<file path="src/rtl/core_timers.sv">
// core_timers: free-running cycle and millisecond counters with a 64-bit
// compare interrupt, exposed to the CPU through a 32-byte register window.
module core_timers #(
   parameter int unsigned CLK_HZ    = 50000000,
   parameter logic [31:0] BASE_ADDR = 32'hFF20_0500
) (
   input  logic        iCLK,
   input  logic        iRST,
   input  logic        DReadEnable,
   input  logic        DWriteEnable,
   input  logic [3:0]  DByteEnable,
   input  logic [31:0] DAddress,
   input  logic [31:0] DWriteData,
   output logic [31:0] DReadData,
   output logic [63:0] core_clock_ticks,
   output logic [63:0] miliseconds,
   output logic        oTimerIRQ
);

   localparam int unsigned P  = CLK_HZ / 1000;
   localparam int unsigned PW = $clog2(P);

   logic          sel, rd, wr;
   logic [2:0]    off;
   logic          unused_addr_lsbs;

   logic [PW-1:0] pcnt_q,    pcnt_d;
   logic [63:0]   ticks_q,   ticks_d;
   logic [63:0]   ms_q,      ms_d;
   logic [31:0]   tsnap_q,   tsnap_d;
   logic [31:0]   msnap_q,   msnap_d;
   logic [31:0]   cmp_lo_q,  cmp_lo_d;
   logic [31:0]   cmp_hi_q,  cmp_hi_d;
   logic          ie_q,      ie_d;
   logic          pend_q,    pend_d;
   logic          frz_q,     frz_d;

   logic          cmp_hit, cmp_wr, pend_w1c;

   assign sel = (DAddress[31:5] == BASE_ADDR[31:5]);
   assign off = DAddress[4:2];
   assign rd  = DReadEnable  & sel;
   assign wr  = DWriteEnable & sel;
   assign unused_addr_lsbs = ^DAddress[1:0];

   assign core_clock_ticks = ticks_q;
   assign miliseconds      = ms_q;
   assign oTimerIRQ        = pend_q & ie_q;

   // Combinational register read mux; zero when not selected for bus OR-merge.
   always_comb begin
      DReadData = '0;
      if (rd) begin
         case (off)
            3'd0:    DReadData = ticks_q[31:0];
            3'd1:    DReadData = tsnap_q;
            3'd2:    DReadData = ms_q[31:0];
            3'd3:    DReadData = msnap_q;
            3'd4:    DReadData = cmp_lo_q;
            3'd5:    DReadData = cmp_hi_q;
            3'd6:    DReadData = {29'd0, frz_q, pend_q, ie_q};
            default: DReadData = '0;
         endcase
      end
   end

   // Next-state logic: counters, snapshots, byte-lane writes and PEND priority.
   always_comb begin
      pcnt_d   = pcnt_q;
      ticks_d  = ticks_q;
      ms_d     = ms_q;
      tsnap_d  = tsnap_q;
      msnap_d  = msnap_q;
      cmp_lo_d = cmp_lo_q;
      cmp_hi_d = cmp_hi_q;
      ie_d     = ie_q;
      frz_d    = frz_q;

      if (!frz_q) begin
         ticks_d = ticks_q + 64'd1;
         if (pcnt_q == PW'(P - 1)) begin
            pcnt_d = '0;
            ms_d   = ms_q + 64'd1;
         end else begin
            pcnt_d = pcnt_q + PW'(1);
         end
      end

      // Snapshots take the pre-increment upper halves.
      if (rd && off == 3'd0) tsnap_d = ticks_q[63:32];
      if (rd && off == 3'd2) msnap_d = ms_q[63:32];

      for (int unsigned i = 0; i < 4; i++) begin
         if (wr && DByteEnable[i]) begin
            if (off == 3'd4) cmp_lo_d[8*i +: 8] = DWriteData[8*i +: 8];
            if (off == 3'd5) cmp_hi_d[8*i +: 8] = DWriteData[8*i +: 8];
         end
      end

      if (wr && off == 3'd6 && DByteEnable[0]) begin
         ie_d  = DWriteData[0];
         frz_d = DWriteData[2];
      end

      // Priority: compare rewrite clears > compare hit sets > W1C clears.
      cmp_hit  = (ms_q >= {cmp_hi_q, cmp_lo_q});
      cmp_wr   = wr && (off == 3'd4 || off == 3'd5);
      pend_w1c = wr && off == 3'd6 && DByteEnable[0] && DWriteData[1];
      if (cmp_wr)        pend_d = 1'b0;
      else if (cmp_hit)  pend_d = 1'b1;
      else if (pend_w1c) pend_d = 1'b0;
      else               pend_d = pend_q;
   end

   // State registers with asynchronous active-high reset.
   always_ff @(posedge iCLK or posedge iRST) begin
      if (iRST) begin
         pcnt_q   <= '0;
         ticks_q  <= '0;
         ms_q     <= '0;
         tsnap_q  <= '0;
         msnap_q  <= '0;
         cmp_lo_q <= '1;
         cmp_hi_q <= '1;
         ie_q     <= 1'b0;
         pend_q   <= 1'b0;
         frz_q    <= 1'b0;
      end else begin
         pcnt_q   <= pcnt_d;
         ticks_q  <= ticks_d;
         ms_q     <= ms_d;
         tsnap_q  <= tsnap_d;
         msnap_q  <= msnap_d;
         cmp_lo_q <= cmp_lo_d;
         cmp_hi_q <= cmp_hi_d;
         ie_q     <= ie_d;
         pend_q   <= pend_d;
         frz_q    <= frz_d;
      end
   end

endmodule

</file>
<file path="config.mk">
export PLATFORM = sky130hd
export DESIGN_NAME = core_timers
export DESIGN_NICKNAME = d
export VERILOG_FILES = /design/src/rtl/core_timers.sv
export SDC_FILE = /design/constraint.sdc
export NUM_CORES = 1
export LEC_CHECK = 0
export CAP_MARGIN = 10
export CORE_UTILIZATION = 45
export DETAILED_ROUTE_END_ITERATION = 7
export PLACE_DENSITY_LB_ADDON = 0.2
export SETUP_SLACK_MARGIN = 0.4
export SYNTH_ARGS = -nofsm -noshare
export SYNTH_HDL_FRONTEND = slang
export SYNTH_SLANG_ARGS = --single-unit
export TNS_END_PERCENT = 50
</file>
<file path="constraint.sdc">
create_clock -name iCLK -period 11 [get_ports iCLK]
set_input_delay 1.1 -clock iCLK [delete_from_list [all_inputs] [get_ports iCLK]]
set_output_delay 1.1 -clock iCLK [all_outputs]
set_load 0.05 [all_outputs]
</file>
==> results of run 1 <==
## worst paths after layout
kind,from,endpoint,slack (ps),cells past startpoint
max in group asynchronous,iRST,miliseconds[19],8560,3
hold / removal,pcnt_q[2],pcnt_q[2],490,1
setup reg to reg,frz_q,miliseconds[32],7950,6
hold reg to reg,pcnt_q[2],pcnt_q[2],490,1
setup / recovery,DAddress[2],DReadData[18],5230,6
min in group asynchronous,iRST,core_clock_ticks[32],1020,2
## area by class of cell
class | count | area [um2] | area share, %
multi-input cells | 889 | 6990 | 38.5
flip-flops and latches | 275 | 6960 | 38.3
repair buffers | 241 | 2400 | 13.2
clock buffers | 49 | 933 | 5.14
clock inverters | 7 | 85.1 | 0.469
inverters | 75 | 289 | 1.59
well taps | 402 | 503 | 2.77
## where the power goes
part | total, mW | switching, mW | leakage [nW] | internal [mW]
clock network | 1.03 | 0.412 | 0.505 | 0.622
logic | 0.0727 | 0.0454 | 3.66 | 0.0274
registers | 1.01 | 0.00000681 | 3.57 | 1.01
total | 2.12 | 0.457 | 7.74 | 1.66
## layout by cell type (no fill, tap or decap), drive strengths merged, types with 59 or more instances in the layout
master	n
a22oi	84
clkdlybuf4s50	230
dfrtp	211
dfstp	64
ha	67
inv	75
mux2	131
nand2	79
nand3	59
nor2	62
xnor2	95
## metal layers
metal  share of wire, %  track usage, %  vias up
met5                  0               0        -
met4                3.5            9.54        0
met3                8.0            6.33       88
met2                 45            41.7      454
met1                 43            36.7     5661
li1                   -               -     5117
## flip-flops by register name, summed over array words and instances (netlist names)
signal,cells
cmp_lo_q,32
msnap_q,32
miliseconds,64
frz_q,1
ie_q,1
pcnt_q,16
pend_q,1
core_clock_ticks,64
cmp_hi_q,32
tsnap_q,32
## cell families after synthesis
| family | after synthesis | synth area share (%) |
|---|---|---|
| compound gates | 180 | 8.44 |
| mux | 138 | 10.8 |
| xor+xnor | 139 | 8.46 |
| fa+ha+maj | 67 | 5.83 |
| simple gates | 365 | 14.8 |
| flops | 275 | 48.4 |
| buf+inv | 116 | 3.23 |
## worst register-to-register path, stage by stage (launching register included)
cell     delay (ps)
dfrtp_1         530
and4b_1         420
and4_1          560
nand4_2         520
nor2_1          550
nand4_1         180
xnor2_1         160
==> impl_results.md, run 1 <==
- I/O Pins: 233
- Final Hold Fails: 0
- Post-placement cell count: 1,882
- Clk Latency, worst-skew pair: 560 ps
- Crit Path Category: input port to output pin
- Area leader, netlist: dfrtp_1
- Largest net degree at the start of global routing: 176
- Placed wire-length estimate: 32,300 um
- Cell area after synthesis: 0.0144 mm2
- Detail Route Antenna Nets: 0
- Worst Hold Slack: 493 ps
- Outcome: finished, final reports clean
- Post-synthesis cell count: 1,280
- Max stage delay on crit path: 950 ps
- Power per Cell Area: 117 mW/mm2
- WP buf/inv: 3
- Total GRT Usage: 26.9%
- Vias: 11,300
- Startpoint types: input port
- Post-CTS Setup Inserts: 0
- Wire per inst: 22.7 um
- Crit-path slowest cell: clkdlybuf4s50_1
- Final period util: 52.4%
- Non-filler cells, final: 1,938
- Max Cap Violations: 0
- Antenna cells: 0
- Clk Tree Root Cell: clkbuf_16
- Die height: 181 um
- CP required: 9900 ps
- Most instantiated cells after synthesis: dfrtp_1 (211), mux2_2 (129), xnor2_1 (95), a22oi_1 (84), nand2_1 (77)
- Register area share after synthesis: 48.4%
- Fin Setup TNS: 0 ps
- Post-synth EDFFs: 0
- Clock transition at the registers of the reported paths: 60 ps
- Die ar.: 0.0327 mm2
- Setup slack at placement: 5290 ps
- Share of layout cells above drive strength 1: 19.0%
- Least-Margin Pin Slew: 1030 ps
- Unrepaired setup endpoints after global routing: no
- Detailed-route wire length: 43,900 um
- Worst Skew: 10.9 ps
- Syn nets: 1,419
- Post-place instance area: 0.0171 mm2
- DRC: 0
- CTS tree: built
- Drt first-iter violations: 862
- Arrival @ worst endpoint: 4670 ps
- Most numerous cell in the Yosys netlist: dfrtp_1
- Post-synth top area share: 36.7%
- CTS H-tree lvls: 1
- Fill cells: 2,660
- Yosys Warn Count: 0
- Starting density of the core: 45.7%
- Port Buffers: 230
- Worst path top cell family by delay: buffers and inverters
- Critical Path Most Common Cell: clkdlybuf4s50_1
- Total CTS buffers: 30
- Die X: 181 um
- Slew Viols, Final: 0
- Post-route setup slack: 5230 ps
- PostCTS Resize Cnt: 0
- Hold-fix buffers, CTS: 0
- FF+latch count, synth: 275
- Main synth FF type: dfrtp_1
- Vias in the first global route: 11,200
- Longest Clk Path Bufs: 3
- Pleak: 7.74 nW
- Synth-to-Final Area Change: 26.2%
- Core area: 0.0315 mm2
- Critical path fanouts, max: 21
- Rows: 65
- Drt first pass iters: 7
- Unique masters post-synth: 64
- Syn Area/Cell: 11.2 um2
- Min Tclk post-route: 5770 ps
- Total grt overflow: 0
- Fin nets: 1,651
- CP Capture Type: output pin
- Peak supply drop: 0.123 mV
- Fmax: 173 MHz
- Gpl congestion: 0.899
- Cell Chain, Critical Path: clkdlybuf4s50_1, nor3b_2, buf_4, a22oi_1, a31oi_1, clkdlybuf4s50_1
- Final setup vio count: 0
- Worst hold path class: flip-flop to flip-flop
- Max-slew headroom: 31.5%
- Initial antenna violation count: 1
- Fin util: 57.7%
- Design Area, Final: 0.0182 mm2
- Total clock sinks: 275
- Vias/cell: 5.84
- Synth top area cells: dfrtp_1 (37%), dfstp_2 (12%), mux2_2 (10%)
- Total power: 2.12 mW
- First-pass GRT wire length: 67,100 um
- Asr flop ratio synth: 100%
Power figures use the tool's default switching activity.
==> run 2, diff against run 1 <==
==> constraint.sdc (replaced) <==
create_clock -name iCLK -period 5.91 [get_ports iCLK]
set_input_delay 0.591 -clock iCLK [delete_from_list [all_inputs] [get_ports iCLK]]
set_output_delay 0.591 -clock iCLK [all_outputs]
set_load 0.05 [all_outputs]
==> impl_results.md, run 2 (same netlist as run 1, synthesis figures left out) <==
- Longest Clk Path Bufs: 3 (unchanged)
- Total grt overflow: 0 (unchanged)
- Total power: 3.89 mW (was 2.12 mW)
- Wire per inst: 22.8 um (was 22.7 um)
- Outcome: finished, final reports clean (unchanged)
- Placed wire-length estimate: 32,800 um (was 32,300 um)
- Vias/cell: 5.89 (was 5.84)
- Fin nets: 1,658 (was 1,651)
- Die ar.: 0.0327 mm2 (unchanged)
- I/O Pins: 233 (unchanged)
- Vias in the first global route: 11,500 (was 11,200)
- Share of layout cells above drive strength 1: 19.4% (was 19.0%)
- Core area: 0.0315 mm2 (unchanged)
- Critical Path Most Common Cell: clkdlybuf4s50_1 (unchanged)
- Port Buffers: 230 (unchanged)
- Drt first-iter violations: 765 (was 862)
- Fmax: 219 MHz
- Commonest non-fill, non-tap cell in the layout: clkdlybuf4s50_1 (unchanged)
- Unrepaired setup endpoints after global routing: no (unchanged)
- Detail Route Antenna Nets: 0 (unchanged)
- CP required: 5320 ps (was 9900 ps)
- Detailed-route wire length: 44,400 um (was 43,900 um)
- Least-Margin Pin Slew: 901 ps (was 1030 ps)
- Startpoint types: input port (unchanged)
- Worst Skew: 22.6 ps (was 10.9 ps)
- Total clock sinks: 275 (unchanged)
- Die X: 181 um (unchanged)
- PostCTS Resize Cnt: 0 (unchanged)
- Critical path fanouts, max: 17 (was 21)
- Power per Cell Area: 214 mW/mm2 (was 117 mW/mm2)
- Initial antenna violation count: 0 (was 1)
- Crit Path Category: input port to output pin (unchanged)
- Synth-to-Final Area Change: 26.3% (was 26.2%)
- Antenna cells: 0 (unchanged)
- Clk Tree Root Cell: clkbuf_16 (unchanged)
- Drt first pass iters: 5 (was 7)
- Fill cells: 2,629 (was 2,660)
- Final setup vio count: 0 (unchanged)
- Hold-fix buffers, CTS: 0 (unchanged)
- Crit path from: DAddress[2] (unchanged)
- CTS tree: built (unchanged)
- Max stage delay on crit path: 910 ps (was 950 ps)
- Fin Setup TNS: 0 ps (unchanged)
- Min Tclk post-route: 4570 ps
- Arrival @ worst endpoint: 3980 ps (was 4670 ps)
- Clk Latency, worst-skew pair: 570 ps (was 560 ps)
- Largest net degree at the start of global routing: 143 (was 176)
- Gpl congestion: 0.890 (was 0.899)
- Vias: 11,500 (was 11,300)
- Final Hold Fails: 0 (unchanged)
- Commonest non-fill, non-tap cells in the layout: clkdlybuf4s50_1 (230), dfrtp_1 (211), mux2_2 (129) (unchanged)
- Final period util: 77.4%
- Max-slew headroom: 39.4% (was 31.5%)
- Worst Hold Slack: 407 ps (was 493 ps)
- DRC: 0 (unchanged)
- Peak supply drop: 0.242 mV (was 0.123 mV)
- Total CTS buffers: 30 (unchanged)
- First-pass GRT wire length: 69,000 um (was 67,100 um)
- Total GRT Usage: 27.6% (was 26.9%)
- Clock transition at the registers of the reported paths: 60 ps (about the same)
- Pleak: 7.75 nW (was 7.74 nW)
- Worst hold path class: input port to async pin (was flip-flop to flip-flop)
- Fin util: 57.7% (about the same)
- Starting density of the core: 45.7% (unchanged)
- Crit-path slowest cell: clkdlybuf4s50_1 (unchanged)
- Die height: 181 um (unchanged)
- Max Cap Violations: 0 (unchanged)
- CP Capture Type: output pin (unchanged)
- Slew Viols, Final: 0 (unchanged)
- Cell Chain, Critical Path: clkdlybuf4s50_1, and3_1, buf_4, a22oi_1, a31oi_1, clkdlybuf4s50_1 (was clkdlybuf4s50_1, nor3b_2, buf_4, a22oi_1, a31oi_1, clkdlybuf4s50_1)
- CTS H-tree lvls: 1 (unchanged)
- Reg-to-reg startpoint: frz_q (unchanged)
- Rows: 65 (unchanged)
- Post-CTS Setup Inserts: 0 (unchanged)
-- run 2: layout make-up --
type	instances	area (um2)	area share [%]
clock inverters	6	32.5	0.179
inverters	75	285	1.57
well taps	402	503	2.77
clock buffers	50	957	5.27
multi-input cells	889	6980	38.4
repair buffers	248	2450	13.5
flip-flops and latches	275	6960	38.3
-- run 2: worst max-delay path: cells and delay by family --
kind                   cells  cell delay (ps)
and+or+nand+nor            1              810
buffers and inverters      3             2160
AOI/OAI and AO/OA          2              400
-- run 2: path summary, 6_finish.rpt --
path                                         to  cells past startpoint  slack, ps
min in group iCLK                   tsnap_q[26]                      1        490
setup reg to reg                miliseconds[22]                      6       2740
max in group asynchronous  core_clock_ticks[36]                      3       4300
hold / removal                       pcnt_q[12]                      2        410
setup / recovery                  DReadData[30]                      6       1340
hold reg to reg                     tsnap_q[26]                      1        490
-- run 2: power breakdown --
| group | switching (mW) | internal, mW |
|---|---|---|
| clock | 0.768 | 1.09 |
| combinational | 0.0844 | 0.0531 |
| sequential | 0.0000127 | 1.89 |
-- run 2: stage by stage --
step | cell area (um2) | worst slack (ps) | instances
global route | 18200 | 1170 | 1945
finish | 18200 | 1340 | 1945
floorplan | 14400 | 1730 | 1280
detailed placement | 17200 | 1330 | 1889
global placement | 17200 | 1360 | 1889
CTS | 18200 | 1330 | 1945
-- run 2: layer usage --
metal	track usage, %	routed length, um	vias to the layer above
met5	0	0	-
met4	9.09	1380	0
met3	4.37	3280	77
met2	43.4	20100	481
met1	38.9	19600	5764
li1	-	-	5129
